[config.mk]
export PLATFORM = sky130hd
export DESIGN_NAME = sdram_uart_dumper
export DESIGN_NICKNAME = d
export VERILOG_FILES = /design/src/rtl/sdram_uart_dumper.sv
export SDC_FILE = /design/constraint.sdc
export NUM_CORES = 1
export LEC_CHECK = 0
export CAP_MARGIN = 5
export CORE_MARGIN = 4
export CORE_UTILIZATION = 46
export CTS_BUF_LIST = sky130_fd_sc_hd__clkbuf_4
export DETAILED_ROUTE_END_ITERATION = 16
export PLACE_DENSITY = 0.77
export SYNTH_ARGS = -nofsm -noshare
export SYNTH_HDL_FRONTEND = slang
export SYNTH_SLANG_ARGS = --single-unit
[constraint.sdc]
create_clock -name clk -period 3.7 [get_ports clk]
set_clock_uncertainty 0.1 [all_clocks]
set_input_delay 1.11 -clock clk [delete_from_list [all_inputs] [get_ports clk]]
set_output_delay 1.11 -clock clk [all_outputs]
set_load 0.05 [all_outputs]
[src/rtl/sdram_uart_dumper.sv]
// Memory dump sequencer: walks an address window through sdram_controller's read port
// and streams each 16-bit word out of an 8N1 UART, high byte first.
module sdram_uart_dumper #(
   parameter int unsigned CLKS_PER_BIT = 434,
   parameter logic [21:0] START_ADDR   = 22'h000000,
   parameter logic [21:0] END_ADDR     = 22'h3FFFFF
) (
   input  logic        clk,
   input  logic        reset,
   input  logic        start,
   output logic [21:0] addr_usr,
   output logic        do_command,
   input  logic        data_rdy,
   input  logic [15:0] data_out_usr,
   output logic        tx,
   output logic        busy,
   output logic        done
);

   localparam int unsigned CNT_W = $clog2(CLKS_PER_BIT);
   localparam logic [CNT_W-1:0] BAUD_LAST = CNT_W'(CLKS_PER_BIT - 1);

   typedef enum logic [3:0] {
      IDLE, WAIT_RDY, REQ, REL, WAIT_BUSY, WAIT_DATA,
      CAPTURE, TX_HI, TX_LO, NEXT, FINISH
   } state_t;

   state_t           state;
   logic [15:0]      word;
   logic [CNT_W-1:0] baud_cnt;
   logic [3:0]       bit_idx;
   logic [7:0]       cur_byte;
   logic             next_bit;

   // Level of the bit that follows bit_idx within the current frame.
   always_comb begin
      cur_byte = (state == TX_LO) ? word[7:0] : word[15:8];
      next_bit = 1'b1;
      if (bit_idx < 4'd8)
         next_bit = cur_byte[bit_idx[2:0]];
   end

   always_ff @(posedge clk or posedge reset) begin
      if (reset) begin
         state      <= IDLE;
         addr_usr   <= START_ADDR;
         do_command <= 1'b0;
         tx         <= 1'b1;
         busy       <= 1'b0;
         done       <= 1'b0;
         word       <= '0;
         baud_cnt   <= '0;
         bit_idx    <= '0;
      end else begin
         done <= 1'b0;
         unique case (state)
            IDLE: if (start) begin
               addr_usr <= START_ADDR;
               busy     <= 1'b1;
               state    <= WAIT_RDY;
            end
            WAIT_RDY: if (data_rdy) begin
               do_command <= 1'b1;
               state      <= REQ;
            end
            REQ: begin
               do_command <= 1'b0;
               state      <= REL;
            end
            REL:       state <= WAIT_BUSY;
            WAIT_BUSY: if (!data_rdy) state <= WAIT_DATA;
            WAIT_DATA: if (data_rdy) state <= CAPTURE;
            CAPTURE: begin
               word     <= data_out_usr;
               tx       <= 1'b0;
               baud_cnt <= '0;
               bit_idx  <= '0;
               state    <= TX_HI;
            end
            TX_HI, TX_LO: begin
               if (baud_cnt != BAUD_LAST) begin
                  baud_cnt <= baud_cnt + 1'b1;
               end else begin
                  baud_cnt <= '0;
                  if (bit_idx == 4'd9) begin
                     bit_idx <= '0;
                     if (state == TX_HI) begin
                        tx    <= 1'b0;
                        state <= TX_LO;
                     end else begin
                        // done is raised on NEXT entry so it lands right after the stop bit
                        tx    <= 1'b1;
                        done  <= (addr_usr == END_ADDR);
                        state <= NEXT;
                     end
                  end else begin
                     bit_idx <= bit_idx + 1'b1;
                     tx      <= next_bit;
                  end
               end
            end
            NEXT: if (addr_usr == END_ADDR) begin
               busy  <= 1'b0;
               state <= FINISH;
            end else begin
               addr_usr <= addr_usr + 1'b1;
               state    <= WAIT_RDY;
            end
            FINISH:  state <= IDLE;
            default: state <= IDLE;
         endcase
      end
   end

endmodule

==> results of run 1 <==
[placed cells by master (no fill, tap or decap), drive strengths merged, types with 6 or more instances in the layout]
| master | instances |
|---|---|
| dfrtp | 58 |
| o21ai | 20 |
| a211oi | 7 |
| nor2 | 22 |
| o31ai | 6 |
| mux2 | 17 |
| a21oi | 13 |
| nand3 | 14 |
| inv | 8 |
| clkdlybuf4s50 | 45 |
| or3 | 7 |
| xnor2 | 8 |
| mux2i | 7 |
| nand4 | 8 |
| clkbuf | 9 |
| nand2 | 23 |
[stage by stage]
step / cell area [µm²] / hold slack, ns / worst slack [ns]
2_1_floorplan: 3130 / 0.375 / 1.04
3_3_place_gp: 3680 / 0.365 / 0.985
3_5_place_dp: 3680 / 0.365 / 0.944
4_1_cts: 3850 / 0.388 / 0.731
5_1_grt: 3850 / 0.409 / 0.679
6_report: 3850 / 0.386 / 0.747
[worst min path at each step]
stage	startpoint	end	slack, ns
floorplan	word[0]$_DFFE_PP0P_	word[0]$_DFFE_PP0P_	0.38
global placement	busy$_DFFE_PP0P_	busy$_DFFE_PP0P_	0.37
detailed placement	busy$_DFFE_PP0P_	busy$_DFFE_PP0P_	0.36
CTS	tx$_DFFE_PP1P_	tx$_DFFE_PP1P_	0.39
global route	busy$_DFFE_PP0P_	busy$_DFFE_PP0P_	0.41
finish	tx$_DFFE_PP1P_	tx$_DFFE_PP1P_	0.39
[final cells by class]
type                            instances  share of cell area
Clock buffer                            9              0.0175
Clock inverter                          7              0.0276
Inverter                                8             0.00779
Multi-Input combinational cell        222               0.409
Sequential cell                        59               0.383
Tap cell                               77              0.0250
Timing Repair Buffer                   50               0.130
[report_power, final]
group          switching [mW]  internal, mW
Clock                   0.244         0.335
Combinational           0.705         0.542
Sequential              0.286         0.873
[cells by family (layout without fill, tap and decap cells)]
group,count (synthesis),after routing,share of synthesized area
adder cells (fa/ha/maj),5,5,0.0200
buffers and inverters,26,74,0.0336
XOR/XNOR,13,13,0.0364
AND/OR/NAND/NOR,113,113,0.200
flip-flops,59,59,0.472
AO/OA/AOI/OAI,64,64,0.133
multiplexers,27,27,0.105
[sequential cells by signal, indices dropped and copies added, names as in the netlist]
register,flops
done,1
tx,1
state,4
baud_cnt,9
do_command,1
addr_usr,22
word,16
bit_idx,4
busy,1
[routing by layer]
layer | up-vias | wire (µm)
met2 | 55 | 3070
met5 | - | 0
met4 | 0 | 85
met3 | 6 | 294
met1 | 1198 | 3210
li1 | 1221 | -
==> flow_summary.json, run 1 <==
{
  "status": "finished, final reports clean",
  "io_buffer_count": 45,
  "syn_to_final_growth_pct": 23.1,
  "cp_slowest_cell": "clkdlybuf4s50_1",
  "grt_use_met1": 0.240,
  "rsz0062_at_grt": "no",
  "ff2ff_path_depth": 6,
  "use_met2": 0.259,
  "num_io_pins": 46,
  "grt_overflow": 0,
  "endpoint_kind": "output port",
  "nFillCells": 550,
  "final_cells": 432,
  "path_depth": 1,
  "min_path_type": "reg2reg",
  "rows": 29,
  "cp-start-kind": "flop",
  "gr-usage-met3": 0.0408,
  "required_ns": 2.49,
  "grt_pass1_wl_mm": 11.5,
  "dieArea_mm2": 0.00819,
  "regArea_mm2": 0.00148,
  "diodes": 0,
  "slew_headroom": 0.402,
  "grt_max_degree": 34,
  "initial_utilization": 0.482,
  "post-route-min-period_ns": 2.95,
  "ys_top_cells_by_count": "dfrtp_1, nand2_1, nor2_1",
  "ctsLongestPathBuffers": 2,
  "synthArstFlopShare": 1.00,
  "cp_max_fo": 7,
  "clkSlewWorstSetupHoldPaths_ns": 0.11,
  "path_delay_family": "buffers and inverters",
  "cts_resized": 0,
  "fin_nets": 375,
  "crit_chain": "clkdlybuf4s50_1",
  "first_pass_iters": 4,
  "slowest_delay_ns": 0.86,
  "drc": 0,
  "cts-buffers-inserted": 9,
  "track_usage": 0.172,
  "worstPathArrival_ns": 1.74,
  "viasPerCell": 5.74,
  "coreArea_mm2": 0.00649,
  "totalWireLength_mm": 6.66,
  "total_power_mw": 2.99,
  "synthFlopType": "dfrtp_1",
  "ys_types": 53,
  "synth.most_common_cell": "dfrtp_1",
  "drtIter0Drc": 160,
  "path_class": "reg2out",
  "finalSetupTns_ns": 0,
  "cts_tree": "built",
  "yosys_warnings": 0,
  "dp_cells": 416,
  "synth_seq_cells": 59,
  "synth_area_leader_cell": "dfrtp_1",
  "timing.rr.end": "state[3]$_DFFE_PP0P_",
  "avgRoutedWirePerCell_um": 15.4,
  "syn_nets": 332,
  "leakagePower_nw": 1.55,
  "endpoint": "addr_usr[2]",
  "reg2reg_setup_slack_ns": 1.27,
  "drv_cap": 0,
  "worstSetupStartpoint": "addr_usr[2]$_DFFE_PP0P_",
  "synth_area_mm2": 0.00313,
  "h-tree-depth": 3,
  "die_height_um": 90.5,
  "vias": 2480,
  "grt_pass1_vias": 2369,
  "synth_seq_area_share": 0.472,
  "synth_enable_flop_cells": 0,
  "min_period_over_period": 0.798,
  "gp_congestion": 0.788,
  "ant_nets": 0,
  "finalSetupViolCount": 0,
  "dpl.hpwl_mm": 4.66,
  "r2r_start": "addr_usr[0]$_DFFE_PP0P_",
  "power_density_mw_per_mm2": 775,
  "crit_buf_inv": 1,
  "multi_input_area_mm2": 0.00158,
  "fmax_ghz": 0.339,
  "top_usage_layer": "met2",
  "ir_drop_uv": 461,
  "cts.sinks": 59,
  "root_buffer": "clkbuf_4",
  "antenna_found_initial": 0,
  "whs_path_depth": 2,
  "synthCells": 307,
  "synth_top_area_share": 0.463,
  "max_slew.worst_pin.slew_ns": 0.890,
  "slew_violations": 0,
  "drive_gt1_frac": 0.141,
  "syn_area_per_cell_um2": 10.2,
  "die_w_um": 90.5,
  "clkLatencyLatePin_ns": 0.40,
  "fin_util": 0.593,
  "ctsHoldBuffers": 0,
  "post-cts-setup-buffers": 0,
  "ys_top_cells_by_area": "dfrtp_1, mux2_2, o21ai_0",
  "final_hold_viol_count": 0
}
(Power assumes the default switching activity.)
==> inputs of run 2 (changes only) <==
==> constraint.sdc (replaced) <==
create_clock -name clk -period 2.8 [get_ports clk]
set_clock_uncertainty 0.1 [all_clocks]
set_input_delay 0.84 -clock clk [delete_from_list [all_inputs] [get_ports clk]]
set_output_delay 0.84 -clock clk [all_outputs]
set_load 0.05 [all_outputs]
==> run 2 against run 1 <==
Net effect: design area rose by 0.16%; die area did not move; worst hold slack got worse by 0.012 ns; critical path type unchanged; critical endpoint is now tx; largest cell class unchanged; highest routed layer unchanged.
==> flow_summary.json, run 2 (synthesis gave the netlist of run 1 again) <==
{
  "status": "finished, final reports clean",
  "diodes": 0,
  "fin_util": 0.594,
  "required_ns": 1.86,
  "dpl.hpwl_mm": 4.97,
  "crit_buf_inv": 1,
  "num_io_pins": 46,
  "worstPathArrival_ns": 1.75,
  "cts_resized": 0,
  "die_height_um": 90.5,
  "layout_commonest_cell": "dfrtp_1",
  "crit_chain": "clkdlybuf4s50_1",
  "antenna_found_initial": 0,
  "cts.sinks": 59,
  "drtIter0Drc": 133,
  "top_register": "addr_usr",
  "ir_drop_uv": 566,
  "min_period_over_period": 0.960,
  "final_cell_mix": "dfrtp_1, clkdlybuf4s50_1, nand2_1, nor2_1, o21ai_0",
  "reg_top3": "addr_usr: 22 flops, word: 16 flops, baud_cnt: 9 flops",
  "finalSetupTns_ns": 0,
  "final_cells": 436,
  "cts_tree": "built",
  "largest_reg_flops": 22,
  "die_w_um": 90.5,
  "fin_nets": 379,
  "avgRoutedWirePerCell_um": 15.6,
  "final_hold_viol_count": 0,
  "gp_congestion": 0.805,
  "slew_violations": 0,
  "cts-buffers-inserted": 9,
  "grt_overflow": 0,
  "min_path_type": "reg2reg",
  "grt_pass1_vias": 2570,
  "track_usage": 0.177,
  "power_density_mw_per_mm2": 1010,
  "grt_max_degree": 29,
  "path_class": "reg2out",
  "cp_max_fo": 2,
  "finalSetupViolCount": 0,
  "cp_slowest_cell": "clkdlybuf4s50_1",
  "viasPerCell": 5.88,
  "slowest_delay_ns": 0.80,
  "clkSlewWorstSetupHoldPaths_ns": 0.11,
  "vias": 2563,
  "rows": 29,
  "dieArea_mm2": 0.00819,
  "drv_cap": 0,
  "io_buffer_count": 45,
  "grt_pass1_wl_mm": 12.0,
  "first_pass_iters": 4,
  "leakagePower_nw": 1.56,
  "root_buffer": "clkbuf_4",
  "cp-start-kind": "flop",
  "endpoint_kind": "output port",
  "drc": 0,
  "post-cts-setup-buffers": 0,
  "h-tree-depth": 3,
  "coreArea_mm2": 0.00649,
  "clkLatencyLatePin_ns": 0.40,
  "ant_nets": 0,
  "post-route-min-period_ns": 2.69,
  "path_delay_family": "buffers and inverters",
  "rsz0062_at_grt": "no",
  "max_slew.worst_pin.slew_ns": 0.646,
  "dp_cells": 420,
  "totalWireLength_mm": 6.81,
  "initial_utilization": 0.482,
  "drive_gt1_frac": 0.153,
  "ctsHoldBuffers": 0,
  "slew_headroom": 0.569,
  "ctsLongestPathBuffers": 2,
  "syn_to_final_growth_pct": 23.3,
  "fmax_ghz": 0.372
}
[run 2: cell types whose count changed in the layout (fill, tap and decap cells not counted)]
cell	before	now
bufinv_16	3	2
clkinv_2	1	3
buf_4	4	8
clkinv_1	3	2
[run 2: layout make-up]
type / count / area [µm²]
clock buffer: 9 / 67.6
clock inverter: 7 / 82.6
fill: 527 / 2640
inverter: 8 / 30.0
multi-input combinational: 222 / 1580
sequential: 59 / 1480
tap: 77 / 96.3
timing repair buffer: 54 / 531
[run 2: final timing paths]
kind | startpoint | end | slack, ns | cells after the start
hold / removal | tx$_DFFE_PP1P_ | tx$_DFFE_PP1P_ | 0.37 | 2
hold reg to reg | tx$_DFFE_PP1P_ | tx$_DFFE_PP1P_ | 0.37 | 2
setup / recovery | tx$_DFFE_PP1P_ | tx | 0.11 | 1
min in group asynchronous | reset | bit_idx[1]$_DFFE_PP0P_ | 0.67 | 2
max in group asynchronous | reset | tx$_DFFE_PP1P_ | 1.32 | 3
setup reg to reg | addr_usr[0]$_DFFE_PP0P_ | state[1]$_DFFE_PP0P_ | 0.36 | 6
[run 2: layer usage]
metal | track usage | share of wire | wire (µm)
met2 | 0.285 | 0.48 | 3270
met4 | 0.0867 | 0.021 | 146
met5 | 0 | 0 | 0
met3 | 0.0333 | 0.044 | 299
met1 | 0.229 | 0.46 | 3100
[run 2: power breakdown]
group	total [mW]	internal, mW	switching [mW]
Clock	0.666	0.352	0.314
Combinational	1.70	0.740	0.960
Sequential	1.52	1.15	0.364
[run 2: metrics by stage]
step           hold slack (ns)  total power, mW  worst slack [ns]  cell area (µm²)
3_5_place_dp             0.361             3.24             0.161             3710
6_report                 0.374             3.88             0.113             3860
4_1_cts                  0.377             3.91            0.0834             3860
2_1_floorplan            0.375             2.66             0.405             3130
3_3_place_gp             0.365             3.17             0.274             3710
5_1_grt                  0.402             4.13            0.0395             3860
==> variant (flow settings as in run 2) <==
Change the parameter `CLKS_PER_BIT` from 434 to 868.
--- a/src/rtl/sdram_uart_dumper.sv
+++ b/src/rtl/sdram_uart_dumper.sv
@@ -1,7 +1,7 @@
 // Memory dump sequencer: walks an address window through sdram_controller's read port
 // and streams each 16-bit word out of an 8N1 UART, high byte first.
 module sdram_uart_dumper #(
-   parameter int unsigned CLKS_PER_BIT = 434,
+   parameter int unsigned CLKS_PER_BIT = 868,
    parameter logic [21:0] START_ADDR   = 22'h000000,
    parameter logic [21:0] END_ADDR     = 22'h3FFFFF
 ) (
Behaviour: same outputs for any inputs over 10 cycles, from zero or initial values and one cycle with reset high; that may be too few to reach the edited logic, so the function may still have changed.
==> variant against run 2 <==
Global-route usage is 1.0 points higher. First-iteration DRC count fell by 3.8%. Routed wire length up 5.0%. Final area grew 0.84%. Utilization shrank 1.8 points. Sequential cell count rose by 1. Worst setup slack got worse by 0.0015 ns. Critical path type unchanged. Synthesized area is 1.6% higher. Critical endpoint is now addr_usr[2].
Power is not compared: it rests on default switching activity, and its combinational part moved more than twofold at a synthesized area within 25%.
==> variant: results (changes against run 2) <==
outcome=finished, final reports clean; Cell Area, Placed=3760 um2 (+1.3%); Syn-to-layout area delta=22.4%; synth cell count leaders=59 x dfrtp_1, 31 x nand2_1, 28 x nor2_1; first-pass GRT wire length=12.7 mm (+6.5%); Inverters=6 (-2); max incr delay on CP=0.86 ns (+0.06 ns); post-DR wirelength/cell=16.0 um (+2.2%); Hold Path Origin=busy$_DFFE_PP0P_; part of the Yosys area used for sequential elements=0.472 (+0.000629); GRT met3 Usage=0.0406 (+0.00726); #FFs+latches synth=60 (+1.7%); post-synthesis mux area share=0.0940 (-0.0111); fraction of area in registers=0.386 (+0.00323); Net Count, Synth=335 (+0.90%); number of global-route vias before repair=2748 (+6.9%); Adder-Cell Fraction of Synth Area=0.0157 (-0.00424); root buffer cell=clkbuf_4; met2 usage=0.319 (+0.0335); worst reg2reg startpoint=addr_usr[5]$_DFFE_PP0P_; library cells used by synthesis=56 (+5.7%); dpl cells=432 (+2.9%); routability cong.=0.821 (+2.1%); Critical path origin=addr_usr[2]$_DFFE_PP0P_; fin nets=387 (+2.1%); Post-DP HPWL=5.19 mm (+4.6%); NonClk Buf Share=0.138 (about the same); routed wl met2=3.53 mm (+8.1%); drt via density=5.86 (-0.36%); multi-input gates=233 (+5.0%); Synth area leaders=dfrtp_1 46%, mux2_2 6.0%, nand2_1 3.7%; Die ar.=8310 um2 (+1.4%); H-tree depth=3 (unchanged); hold endpoint=busy$_DFFE_PP0P_; Max transition margin=0.577 (+0.00830); Reg2Reg Depth=5 (-1); Tot GR Track Use=0.188 (+0.0102); Hold WC Path Type=reg -> reg; Clock Tree Buf Depth=2 (unchanged); worst skew pair latency=0.40 ns (about the same); filler cell count in the final layout=593 (+13%); Multi-input gate area=1600 um2 (+1.4%); wire length on met1=3.19 mm (+2.8%); Setup WS pre-CTS=0.410 ns (+0.250 ns); Post-Synth XOR/XNOR Area=0.0441 (+0.00770); syn avg cell area=10.2 um2 (+0.25%); share of layout cells above drive strength 1=0.166 (+0.0126); drt initial violations=128 (-3.8%); compound-cell area share of the yosys netlist=0.122 (-0.0111); largest fanout on the critical path=8 (+6); clock tree cell share of total cell area=0.0347 (-0.00418); r2r endpoint=state[0]$_DFFE_PP0P_
[variant: cell types whose count changed after synthesis, moves of 4 or more]
cell,run 2,this run
a21oi_1,13,6
clkbuf_1,12,6
nand2_1,23,31
nand2b_1,5,1
nand3_1,14,22
nand4_1,7,3
nor2_1,22,28
nor4_1,1,7
o211ai_1,1,5
or4_1,5,1
xnor2_1,8,4
xor2_1,5,12
[variant: worst max path at each step]
stage          slack (ns)  cells past startpoint                       to
2_1_floorplan        0.38                      1  addr_usr[0]$_DFFE_PP0P_
3_3_place_gp         0.50                      5     state[0]$_DFFE_PP0P_
3_5_place_dp         0.41                      5     state[0]$_DFFE_PP0P_
4_1_cts               0.1                      1              addr_usr[2]
5_1_grt              0.04                      1              addr_usr[5]
6_report             0.11                      1              addr_usr[2]
[variant: report_power, final]
part	internal, W	total, W	switching (W)
Sequential	0.00103	0.00112	0.0000983
Clock	0.000288	0.000610	0.000322
Combinational	0.000344	0.000707	0.000363
